$ cat config.mk
export PLATFORM = sky130hd
export DESIGN_NAME = hex_scroll_display_flat
export DESIGN_NICKNAME = d
export VERILOG_FILES = /design/src/rtl/hex_scroll_display_if.sv /design/src/rtl/hex_scroll_display.sv /design/src/flat_wrapper.sv
export SDC_FILE = /design/constraint.sdc
export NUM_CORES = 1
export LEC_CHECK = 0
export ABC_AREA = 0
export ABC_CLOCK_PERIOD_IN_PS = 8290
export CORE_ASPECT_RATIO = 1.75
export CORE_MARGIN = 2
export CORE_UTILIZATION = 50
export CTS_CLUSTER_DIAMETER = 30
export DETAILED_ROUTE_END_ITERATION = 10
export DONT_BUFFER_PORTS = 1
export HOLD_SLACK_MARGIN = 0.08
export PLACE_DENSITY = 0.68
export SLEW_MARGIN = 15
export SYNTH_ARGS = -nofsm -noshare
export SYNTH_HDL_FRONTEND = slang
export SYNTH_SLANG_ARGS = --single-unit
$ cat constraint.sdc
create_clock -name CLOCK_50 -period 8.29 [get_ports CLOCK_50]
set_input_delay 0.4145 -clock CLOCK_50 [delete_from_list [all_inputs] [get_ports CLOCK_50]]
set_output_delay 0.4145 -clock CLOCK_50 [all_outputs]
set_load 0.02 [all_outputs]
$ cat src/rtl/hex_scroll_display_if.sv
// hex_scroll_display_if: control, write and display signals of the hex scroller
interface hex_scroll_display_if #(
  parameter int DIGITS = 6,
  parameter int MSG_LEN = 8
);
  localparam int AW = $clog2(MSG_LEN);
  logic clear;
  logic wr_en;
  logic [3:0] wr_data;
  logic run;
  logic dir;
  logic [7*DIGITS-1:0] hex;
  logic [AW-1:0] offset;
  logic [AW:0] count;
  logic full;
  modport master (output clear, wr_en, wr_data, run, dir, input hex, offset, count, full);
  modport slave (input clear, wr_en, wr_data, run, dir, output hex, offset, count, full);
endinterface

$ cat src/rtl/hex_scroll_display.sv
// hex_scroll_display: rotates a buffered nibble message across DIGITS seven-segment displays
module hex_scroll_display #(
  parameter int DIGITS = 6,
  parameter int MSG_LEN = 8,
  parameter int DIV = 25000000
) (
  input logic CLOCK_50,
  input logic resetn,
  hex_scroll_display_if.slave bus
);
  localparam int AW = $clog2(MSG_LEN);
  localparam int DW = $clog2(DIV);
  localparam logic [15:0][6:0] GLYPH = {
    7'b0001110, 7'b0000110, 7'b0100001, 7'b1000110,
    7'b0000011, 7'b0001000, 7'b0010000, 7'b0000000,
    7'b1111000, 7'b0000010, 7'b0010010, 7'b0011001,
    7'b0110000, 7'b0100100, 7'b1111001, 7'b1000000
  };
  logic [3:0] buf_q [MSG_LEN];
  logic [3:0] buf_d [MSG_LEN];
  logic [AW:0] count_q, count_d;
  logic [AW-1:0] offset_q, offset_d;
  logic [DW-1:0] div_q, div_d;
  logic [7*DIGITS-1:0] hex_q, hex_d;
  logic full, tick, wr;
  assign full = count_q == (AW+1)'(MSG_LEN);
  assign tick = bus.run && div_q == DW'(DIV - 1);
  assign wr = bus.wr_en && !full;
  always_comb begin
    buf_d = buf_q;
    if (wr) buf_d[count_q[AW-1:0]] = bus.wr_data;
    count_d = bus.clear ? '0 : count_q + (AW+1)'(wr);
    offset_d = bus.clear ? '0 : !tick ? offset_q : bus.dir ? offset_q - 1'b1 : offset_q + 1'b1;
    div_d = (bus.clear || !bus.run || tick) ? '0 : div_q + 1'b1;
  end
  // Digit index wraps naturally because MSG_LEN is a power of two.
  for (genvar g = 0; g < DIGITS; g++) begin : g_dig
    logic [AW-1:0] j;
    assign j = offset_q + AW'(g);
    assign hex_d[7*g +: 7] = ({1'b0, j} < count_q) ? GLYPH[buf_q[j]] : 7'h7F;
  end
  always_ff @(posedge CLOCK_50 or negedge resetn) begin
    if (!resetn) begin
      buf_q <= '{default: '0};
      count_q <= '0;
      offset_q <= '0;
      div_q <= '0;
      hex_q <= '1;
    end else begin
      buf_q <= buf_d;
      count_q <= count_d;
      offset_q <= offset_d;
      div_q <= div_d;
      hex_q <= hex_d;
    end
  end
  assign bus.hex = hex_q;
  assign bus.offset = offset_q;
  assign bus.count = count_q;
  assign bus.full = full;
endmodule

$ cat src/flat_wrapper.sv
// flat-port wrapper written by rule: the top's interface ports become plain ports
module hex_scroll_display_flat 
#(
  parameter int DIGITS = 6,
  parameter int MSG_LEN = 8,
  parameter int DIV = 25000000
)
  (CLOCK_50, resetn, bus_clear, bus_wr_en, bus_wr_data, bus_run, bus_dir, bus_hex, bus_offset, bus_count, bus_full);
  hex_scroll_display_if #(.DIGITS(DIGITS), .MSG_LEN(MSG_LEN)) bus_i ();
  input logic CLOCK_50;
  input logic resetn;
  input wire logic [$bits(bus_i.clear)-1:0] bus_clear;
  input wire logic [$bits(bus_i.wr_en)-1:0] bus_wr_en;
  input wire logic [$bits(bus_i.wr_data)-1:0] bus_wr_data;
  input wire logic [$bits(bus_i.run)-1:0] bus_run;
  input wire logic [$bits(bus_i.dir)-1:0] bus_dir;
  output wire logic [$bits(bus_i.hex)-1:0] bus_hex;
  output wire logic [$bits(bus_i.offset)-1:0] bus_offset;
  output wire logic [$bits(bus_i.count)-1:0] bus_count;
  output wire logic [$bits(bus_i.full)-1:0] bus_full;
  assign bus_i.clear = bus_clear;
  assign bus_i.wr_en = bus_wr_en;
  assign bus_i.wr_data = bus_wr_data;
  assign bus_i.run = bus_run;
  assign bus_i.dir = bus_dir;
  assign bus_hex = bus_i.hex;
  assign bus_offset = bus_i.offset;
  assign bus_count = bus_i.count;
  assign bus_full = bus_i.full;
  hex_scroll_display #(.DIGITS(DIGITS), .MSG_LEN(MSG_LEN), .DIV(DIV)) u_core (.CLOCK_50(CLOCK_50), .resetn(resetn), .bus(bus_i));
endmodule
==> impl_metrics.sql, run 1 <==
INSERT INTO impl_metrics (metric_group, metric, value, unit) VALUES
('status', 'outcome', 'finished, final reports clean', ''),
('route', 'remaining_drc_errors', '0', ''),
('timing', 'fin_tns_setup', '0', 'ps'),
('logic_synthesis', 'mappedNetlistArea', '7080', 'µm²'),
('floorplanning', 'floorplan.core_area', '13800', 'µm²'),
('cts', 'tritoncts', 'done', ''),
('power_and_ir_drop', 'pwr-share-comb', '29.2', '%'),
('worst_setup_path', 'critPathLaunchType', 'flip-flop', ''),
('worst_setup_path', 'worst_r2r_startpoint', 'u_core.bus.offset[0]$_DFFE_PN0P_', ''),
('worst_setup_path', 'critical_path.slowest_cell', 'sky130_fd_sc_hd__dfrtp_2', ''),
('cts', 'max-clock-path-buffers', '2', ''),
('cells_and_area', 'insertedDiodeCount', '0', ''),
('worst_setup_path', 'arrival', '4670', 'ps'),
('worst_setup_path', 'cp-end-kind', 'flip-flop', ''),
('placed_design', 'pre_cts_ws', '3930', 'ps'),
('floorplanning', 'num_rows', '57', ''),
('worst_setup_path', 'crit_family', 'adder cells', ''),
('timing', 'slew-limit-headroom', '30.7', '%'),
('logic_synthesis', 'post_synth_xor_area_fraction', '4.12', '%'),
('floorplanning', 'design.portCount', '60', ''),
('timing', 'final-hold-violation-count', '0', ''),
('timing', 'worst_hold_slack', '113', 'ps'),
('timing', 'timing.final.ws_setup', '3910', 'ps'),
('logic_synthesis', 'yosys.area_share.adder', '9.01', '%'),
('timing', 'setup_repair_after_global_routing_missed_its_margin', 'no', ''),
('worst_setup_path', 'crit_fanout', '41', ''),
('cts', 'cts-resized-gates', '0', ''),
('timing', 'timing.final.crit_share', '52.9', '%'),
('hold_path', 'worstHoldPathCells', '1', ''),
('global_route', 'first_global_vias', '5150', ''),
('route', 'drt_pre_antenna_iters', '4', ''),
('logic_synthesis', 'yosys_register_bits', '106', ''),
('route', 'post_drt_wl_per_cell', '20.1', 'µm'),
('worst_setup_path', 'critPathRequiredTime', '8570', 'ps'),
('global_route', 'grt_overflow_total', '0', ''),
('worst_setup_path', 'reg2reg_setup_slack', '3910', 'ps'),
('placed_design', 'hpwlAfterDp', '12.0', 'mm'),
('logic_synthesis', 'postSynthCellCount', '643', ''),
('logic_synthesis', 'synth_simple_gate_area_share', '13.9', '%'),
('cts', 'clock-sinks', '106', ''),
('global_route', 'pin_count_of_the_biggest_net_entering_global_routing', '107', ''),
('power_and_ir_drop', 'p_int', '1.04', 'mW'),
('global_route', 'track_usage', '22.3', '%'),
('logic_synthesis', 'synth_top_family_by_area', 'multiplexers', ''),
('global_route', 'grt_first_pass_wirelength', '26.4', 'mm'),
('hold_path', 'whs_endpoint', 'u_core.bus.offset[1]$_DFFE_PN0P_', ''),
('logic_synthesis', 'synth.area.mux_share', '21.1', '%'),
('floorplanning', 'die-width', '94.0', 'µm'),
('timing', 'worst_tran_pin_value', '1010', 'ps'),
('power_and_ir_drop', 'seq_power_share', '43.3', '%'),
('worst_setup_path', 'critical_path_buf_inv_count', '3', ''),
('worst_setup_path', 'reg2regPathDepth', '11', ''),
('logic_synthesis', 'synth-main-ff-cell', 'sky130_fd_sc_hd__dfrtp_1', ''),
('power_and_ir_drop', 'power.leakage', '3.05', 'nW'),
('hold_path', 'hold_path.startpoint', 'bus_clear', ''),
('placed_design', 'weighted_congestion_reported_at_the_end_of_routability_driven_placement', '0.940', ''),
('power_and_ir_drop', 'clockPowerShare', '27.5', '%'),
('floorplanning', 'initial_util', '51.2', '%'),
('logic_synthesis', 'seq_area_frac_synth', '38.2', '%'),
('route', 'vias_per_cell', '6.13', ''),
('timing', 'min_period', '4380', 'ps'),
('timing', 'final-max-slew-violation-count', '0', ''),
('logic_synthesis', 'synth.yosys.warnings', '0', ''),
('power_and_ir_drop', 'p_switching', '580', 'µW'),
('worst_setup_path', 'crit_chain', 'inv_2 -> ha_1 -> inv_2 -> mux4_2 -> mux2i_1 -> inv_1 -> ha_1 -> nor2_1 -> nand2_1 -> nand2_1 -> o21ai_1', ''),
('cells_and_area', 'fin_nets', '684', ''),
('cts', 'clkLatencyLatePin', '360', 'ps'),
('floorplanning', 'die_y', '161', 'µm'),
('timing', 'max_freq', '0.228', 'GHz'),
('timing', 'timing.clock.skew', '11.2', 'ps'),
('logic_synthesis', 'synthArstFlopShare', '100', '%');
worst max-delay path by stage:
stage | from | endpoint | depth (start not counted)
global placement | u_core.bus.offset[0]$_DFFE_PN0P_ | u_core.bus.hex[21]$_DFF_PN1_ | 11
global route | u_core.bus.offset[0]$_DFFE_PN0P_ | u_core.bus.hex[24]$_DFF_PN1_ | 11
CTS | u_core.bus.offset[0]$_DFFE_PN0P_ | u_core.bus.hex[21]$_DFF_PN1_ | 11
detailed placement | u_core.bus.offset[0]$_DFFE_PN0P_ | u_core.bus.hex[21]$_DFF_PN1_ | 11
floorplan | u_core.bus.offset[0]$_DFFE_PN0P_ | u_core.bus.hex[21]$_DFF_PN1_ | 14
finish | u_core.bus.offset[0]$_DFFE_PN0P_ | u_core.bus.hex[21]$_DFF_PN1_ | 11
synth_stat cells, types with 10 or more instances:
master / instances / share of area (%)
sky130_fd_sc_hd__dfstp_2: 42 / 16
sky130_fd_sc_hd__mux4_2: 26 / 8.3
sky130_fd_sc_hd__nand3_1: 19 / 1.3
sky130_fd_sc_hd__buf_2: 14 / 0.99
sky130_fd_sc_hd__mux2i_1: 44 / 6.2
sky130_fd_sc_hd__dfrtp_1: 64 / 23
sky130_fd_sc_hd__xnor2_1: 12 / 1.5
sky130_fd_sc_hd__and2_1: 10 / 0.88
sky130_fd_sc_hd__nand2_1: 57 / 3.0
sky130_fd_sc_hd__nor2_1: 44 / 2.3
sky130_fd_sc_hd__ha_1: 51 / 9.0
sky130_fd_sc_hd__a21oi_1: 20 / 1.4
sky130_fd_sc_hd__inv_1: 26 / 1.4
sky130_fd_sc_hd__xor2_1: 15 / 1.9
sky130_fd_sc_hd__mux2_2: 39 / 6.2
sky130_fd_sc_hd__o221ai_1: 21 / 2.6
placed cells by master, fill, tap and decap left out, drive strengths merged, types with 13 or more instances in the layout:
cell type and instances:
a21oi 20, dfrtp 64, dfstp 42, ha 51, inv 35, mux2 39
mux2i 44, mux4 27, nand2 58, nand3 20, nor2 44, o221ai 23
xnor2 13, xor2 16
layout make-up:
cell class	count	area, µm²	area share (%)
Clock buffer	9	225	3.03
Multi-Input combinational cell	470	4030	54.1
Inverter	31	116	1.56
Timing Repair Buffer	5	60.1	0.808
Tap cell	177	221	2.98
Sequential cell	106	2710	36.4
Clock inverter	7	82.6	1.11
per-stage QoR:
| stage | utilization [%] | instance area [µm²] | power (mW) | std cells |
|---|---|---|---|---|
| floorplan | - | 7080 | 1.05 | 643 |
| global placement | 51.3 | 7090 | 1.14 | 787 |
| detailed placement | 51.3 | 7090 | 1.16 | 787 |
| CTS | 53.8 | 7440 | 1.63 | 805 |
| global route | 53.8 | 7440 | 1.70 | 805 |
| finish | 53.8 | 7440 | 1.62 | 805 |
repair_timing:
| item | in CTS | in global routing |
|---|---|---|
| endpoints found under the setup margin | 0 | 0 |
| hold buffers | 2 | 0 |
| hold endpoints to repair | 106 | 0 |
| setup buffers | 0 | 0 |
per-layer routing:
metal  global-route usage [%]  part of all wire, %  up-vias
li1                         -                    -     2279
met1                     23.9                   36     2464
met2                     41.5                   57      151
met3                     4.15                  4.3       39
met4                     9.95                  3.2        0
met5                        0                    0        -
sequential cells by signal, summed over array words and instances (netlist names):
| register | count |
|---|---|
| u_core.bus.count | 4 |
| u_core.div_q | 25 |
| u_core.bus.hex | 42 |
| u_core.buf_q | 32 |
| u_core.bus.offset | 3 |
cells by family (layout without fill, tap and decap cells):
kind of cell,after synthesis,count (layout)
compound gates,83,83
xor+xnor,29,29
fa+ha+maj,51,51
buf+inv,67,52
flops,106,106
mux,110,110
simple gates,197,197
power by group through the flow:
| stage | registers (mW) | logic (mW) | clock network, mW |
|---|---|---|---|
| after global placement | 0.707 | 0.433 | 0 |
| after CTS | 0.697 | 0.471 | 0.457 |
| final | 0.701 | 0.473 | 0.445 |
| after detailed placement | 0.707 | 0.457 | 0 |
| after global routing | 0.706 | 0.523 | 0.476 |
| after floorplan | 0.663 | 0.388 | 0 |
No activity file was read; power rests on OpenSTA's default activity.
==> run 2: changes to the inputs <==
Settings changed: ABC_AREA 0 to 1, ABC_CLOCK_PERIOD_IN_PS 8290 to 4500.
Clock period 8.29 ns to 4.5 ns, I/O delays scaled along.
==> impl_metrics.sql, run 2 <==
INSERT INTO impl_metrics (metric_group, metric, value, unit) VALUES
('logic_synthesis', 'post-synth-top-count-cell', 'sky130_fd_sc_hd__nand2_1', ''),
('timing', 'setup_repair_after_global_routing_missed_its_margin', 'no', ''),
('placed_design', 'weighted_congestion_reported_at_the_end_of_routability_driven_placement', '0.960', ''),
('cells_and_area', 'largest_reg_flops', '42', ''),
('route', 'remaining_drc_errors', '0', ''),
('placed_design', 'port_buffers', '0', ''),
('route', 'wirelength', '19.2', 'mm'),
('power_and_ir_drop', 'pwr_density_cell', '363', 'nW/µm²'),
('global_route', 'grt_overflow_total', '0', ''),
('logic_synthesis', 'yosys.area.top_type_share', '21.4', '%'),
('logic_synthesis', 'synthArstFlopShare', '100', '%'),
('cells_and_area', 'final-instance-count-excl-fill', '1234', ''),
('cells_and_area', 'fillers', '1484', ''),
('cts', 'number_of_buffers_created_by_cts', '9', ''),
('timing', 'min_period', '3010', 'ps'),
('logic_synthesis', 'seq_area_frac_synth', '36.2', '%'),
('global_route', 'grt_antenna_before_repair', '0', ''),
('power_and_ir_drop', 'pwr-share-comb', '30.5', '%'),
('logic_synthesis', 'number_of_synthesized_flops_with_an_enable_pin', '0', ''),
('worst_setup_path', 'arrival', '3300', 'ps'),
('timing', 'timing.final.crit_share', '66.8', '%'),
('worst_setup_path', 'worst_r2r_startpoint', 'u_core.bus.offset[1]$_DFFE_PN0P_', ''),
('route', 'drt_iter0_markers', '515', ''),
('route', 'num_vias', '6756', ''),
('global_route', 'first_global_vias', '6446', ''),
('worst_setup_path', 'worstSetupPathType', 'reg -> reg', ''),
('power_and_ir_drop', 'vdd_ir_drop_max', '0.178', 'mV'),
('power_and_ir_drop', 'p_int', '1.75', 'mW'),
('logic_synthesis', 'synth-main-ff-cell', 'sky130_fd_sc_hd__dfrtp_1', ''),
('floorplanning', 'floorplan.core_area', '14800', 'µm²'),
('run', 'cap_viol_max_count', '0', ''),
('power_and_ir_drop', 'p_switching', '1.13', 'mW'),
('timing', 'timing.clock.skew', '6.72', 'ps'),
('worst_setup_path', 'critPathRequiredTime', '4790', 'ps'),
('timing', 'fin_tns_setup', '0', 'ps'),
('status', 'outcome', 'finished, final reports clean', ''),
('power_and_ir_drop', 'seq_power_share', '42.0', '%'),
('logic_synthesis', 'avgSynthCellArea', '7.13', 'µm²'),
('timing', 'worst_tran_pin_value', '1010', 'ps'),
('timing', 'setup_viol', '0', ''),
('power_and_ir_drop', 'power.leakage', '3.84', 'nW'),
('cells_and_area', 'design_area', '7930', 'µm²'),
('cells_and_area', 'seq_area', '2710', 'µm²'),
('logic_synthesis', 'synth_top_cells_by_area', 'sky130_fd_sc_hd__dfrtp_1 21%, sky130_fd_sc_hd__nand2_1 19%, sky130_fd_sc_hd__dfstp_2 15%, sky130_fd_sc_hd__nand3_1 11%, sky130_fd_sc_hd__ha_1 8.5%', ''),
('route', 'post_drt_wl_per_cell', '15.6', 'µm'),
('timing', 'worst_hold_slack', '116', 'ps'),
('worst_setup_path', 'reg2regPathDepth', '9', ''),
('timing', 'final-max-slew-violation-count', '0', ''),
('timing', 'slew-limit-headroom', '32.6', '%'),
('cts', 'cts.repair_timing.setup_buffer_count', '0', ''),
('cts', 'max-clock-path-buffers', '2', ''),
('floorplanning', 'initial_util', '50.6', '%'),
('logic_synthesis', 'yosys_register_bits', '106', ''),
('cells_and_area', 'post_route_cells_drive_above_1_share', '10.2', '%'),
('logic_synthesis', 'ys_types', '39', ''),
('cts', 'clkSlewWorstSetupHoldPaths', '80', 'ps'),
('logic_synthesis', 'ys_top_cells_by_count', '379 x sky130_fd_sc_hd__nand2_1, 169 x sky130_fd_sc_hd__nand3_1, 89 x sky130_fd_sc_hd__inv_1', ''),
('cells_and_area', 'most-common-layout-cells', '379 x sky130_fd_sc_hd__nand2_1, 169 x sky130_fd_sc_hd__nand3_1, 89 x sky130_fd_sc_hd__inv_1', ''),
('floorplanning', 'fp.dieArea', '16000', 'µm²'),
('floorplanning', 'design.portCount', '60', ''),
('placed_design', 'area_of_placed_instances', '7580', 'µm²'),
('power_and_ir_drop', 'p_sw_share', '39.3', '%'),
('cells_and_area', 'multi_input_comb_area', '4250', 'µm²'),
('route', 'ant_nets', '0', ''),
('placed_design', 'total_placed_cells_including_tap_cells', '1215', ''),
('cts', 'tritoncts', 'done', ''),
('timing', 'final-hold-violation-count', '0', ''),
('cells_and_area', 'layout_commonest_cell', 'sky130_fd_sc_hd__nand2_1', ''),
('cts', 'clkLatencyLatePin', '360', 'ps'),
('cts', 'post_cts_hold_buffer_count', '3', ''),
('global_route', 'grt_first_pass_wirelength', '31.7', 'mm'),
('logic_synthesis', 'synthesis.nets', '1109', ''),
('worst_setup_path', 'crit_fanout', '19', ''),
('floorplanning', 'die-width', '96.4', 'µm'),
('cells_and_area', 'layout-area-overhead-vs-synth', '6.10', '%'),
('logic_synthesis', 'mappedNetlistArea', '7470', 'µm²'),
('cts', 'root_buffer', 'sky130_fd_sc_hd__clkbuf_16', ''),
('timing', 'max_freq', '0.332', 'GHz'),
('global_route', 'track_usage', '25.4', '%'),
('logic_synthesis', 'postSynthCellCount', '1048', ''),
('cts', 'cts-resized-gates', '0', ''),
('global_route', 'pin_count_of_the_biggest_net_entering_global_routing', '107', ''),
('route', 'vias_per_cell', '5.47', ''),
('placed_design', 'hpwlAfterDp', '14.6', 'mm'),
('floorplanning', 'num_rows', '59', ''),
('cells_and_area', 'fin_nets', '1107', ''),
('cells_and_area', 'utilization', '53.7', '%'),
('floorplanning', 'die_y', '166', 'µm'),
('route', 'drt_pre_antenna_iters', '6', ''),
('worst_setup_path', 'startpoint', 'u_core.bus.offset[1]$_DFFE_PN0P_', ''),
('cts', 'cts_max_level', '3', ''),
('cells_and_area', 'insertedDiodeCount', '0', ''),
('worst_setup_path', 'cp-end-kind', 'flip-flop', ''),
('hold_path', 'worst_hold_path_type', 'in -> reg', ''),
('hold_path', 'hold_path.startpoint', 'bus_clear', ''),
('power_and_ir_drop', 'clockPowerShare', '27.4', '%'),
('logic_synthesis', 'synth_top_area_cell', 'sky130_fd_sc_hd__dfrtp_1', ''),
('hold_path', 'worstHoldPathCells', '3', ''),
('logic_synthesis', 'synth.yosys.warnings', '0', ''),
('cts', 'clock-sinks', '106', ''),
('worst_setup_path', 'critPathLaunchType', 'flip-flop', '');
==> run 2: changes by cell type after synthesis, moves of 21 or more <==
| cell | previous run | this run |
|---|---|---|
| sky130_fd_sc_hd__nand2_1 | 57 | 379 |
| sky130_fd_sc_hd__o21ai_0 | 4 | 41 |
| sky130_fd_sc_hd__mux2_2 | 39 | 0 |
| sky130_fd_sc_hd__nand3_1 | 19 | 169 |
| sky130_fd_sc_hd__mux4_2 | 26 | 0 |
| sky130_fd_sc_hd__o221ai_1 | 21 | 0 |
| sky130_fd_sc_hd__inv_1 | 26 | 89 |
| sky130_fd_sc_hd__nor2_1 | 44 | 87 |
| sky130_fd_sc_hd__mux2i_1 | 44 | 0 |
==> run 2: area by class of cell <==
class	count	area share [%]
multi-input combinational	826	53.6
tap	183	2.89
sequential	106	34.1
clock inverter	7	0.947
clock buffer	9	2.84
inverter	95	4.53
timing repair buffer	8	1.07
==> run 2: path summary, 6_finish.rpt <==
path / to / slack [ps]
min in group asynchronous: u_core.buf_q[9]$_DFFE_PN0P_ / 470
min reg2reg: u_core.div_q[0]$_DFF_PN0_ / 470
max in group asynchronous: u_core.bus.hex[22]$_DFF_PN1_ / 3600
max reg2reg: u_core.bus.hex[26]$_DFF_PN1_ / 1490
min: u_core.bus.offset[0]$_DFFE_PN0P_ / 120
max: u_core.bus.hex[26]$_DFF_PN1_ / 1490
==> run 2: power by group through the flow <==
| stage | Clock [mW] | Sequential (mW) | Combinational, mW |
|---|---|---|---|
| 2_1_floorplan | 0 | 1.20 | 0.677 |
| 3_3_place_gp | 0 | 1.23 | 0.841 |
| 3_5_place_dp | 0 | 1.23 | 0.848 |
| 4_1_cts | 0.808 | 1.21 | 0.875 |
| 5_1_grt | 0.843 | 1.22 | 1.02 |
| 6_report | 0.791 | 1.21 | 0.879 |
==> run 2: logic make-up (layout without fill, tap and decap cells) <==
group | after synthesis | count (layout) | share of synthesized area, %
AO/OA/AOI/OAI | 69 | 69 | 5.16
AND/OR/NAND/NOR | 688 | 688 | 40.4
adder cells (fa/ha/maj) | 51 | 51 | 8.54
buffers and inverters | 116 | 119 | 6.93
flip-flops | 106 | 106 | 36.2
XOR/XNOR | 18 | 18 | 2.81
==> run 2: through the flow <==
stage / setup slack [ps] / total power, mW
after floorplan: 1840 / 1.87
after global placement: 1600 / 2.07
after detailed placement: 1560 / 2.07
after CTS: 1530 / 2.89
after global routing: 1210 / 3.08
final: 1490 / 2.88
==> run 2: worst max-delay path, stage by stage, from the launching register on <==
cell                      delay (ps)
sky130_fd_sc_hd__dfrtp_1         840
sky130_fd_sc_hd__inv_1           160
sky130_fd_sc_hd__ha_1            530
sky130_fd_sc_hd__inv_2           230
sky130_fd_sc_hd__ha_1            320
sky130_fd_sc_hd__a21o_1          180
sky130_fd_sc_hd__a31oi_1         460
sky130_fd_sc_hd__nand2_1         110
sky130_fd_sc_hd__inv_1            70
sky130_fd_sc_hd__nand2_1          50
==> run 2: routing by layer <==
metal	vias to the layer above	track usage, %	part of all wire (%)
met2	169	44.8	53
li1	3363	-	-
met4	0	15.1	6.1
met5	-	0	0
met3	66	3.64	3.7
met1	3158	27.8	37
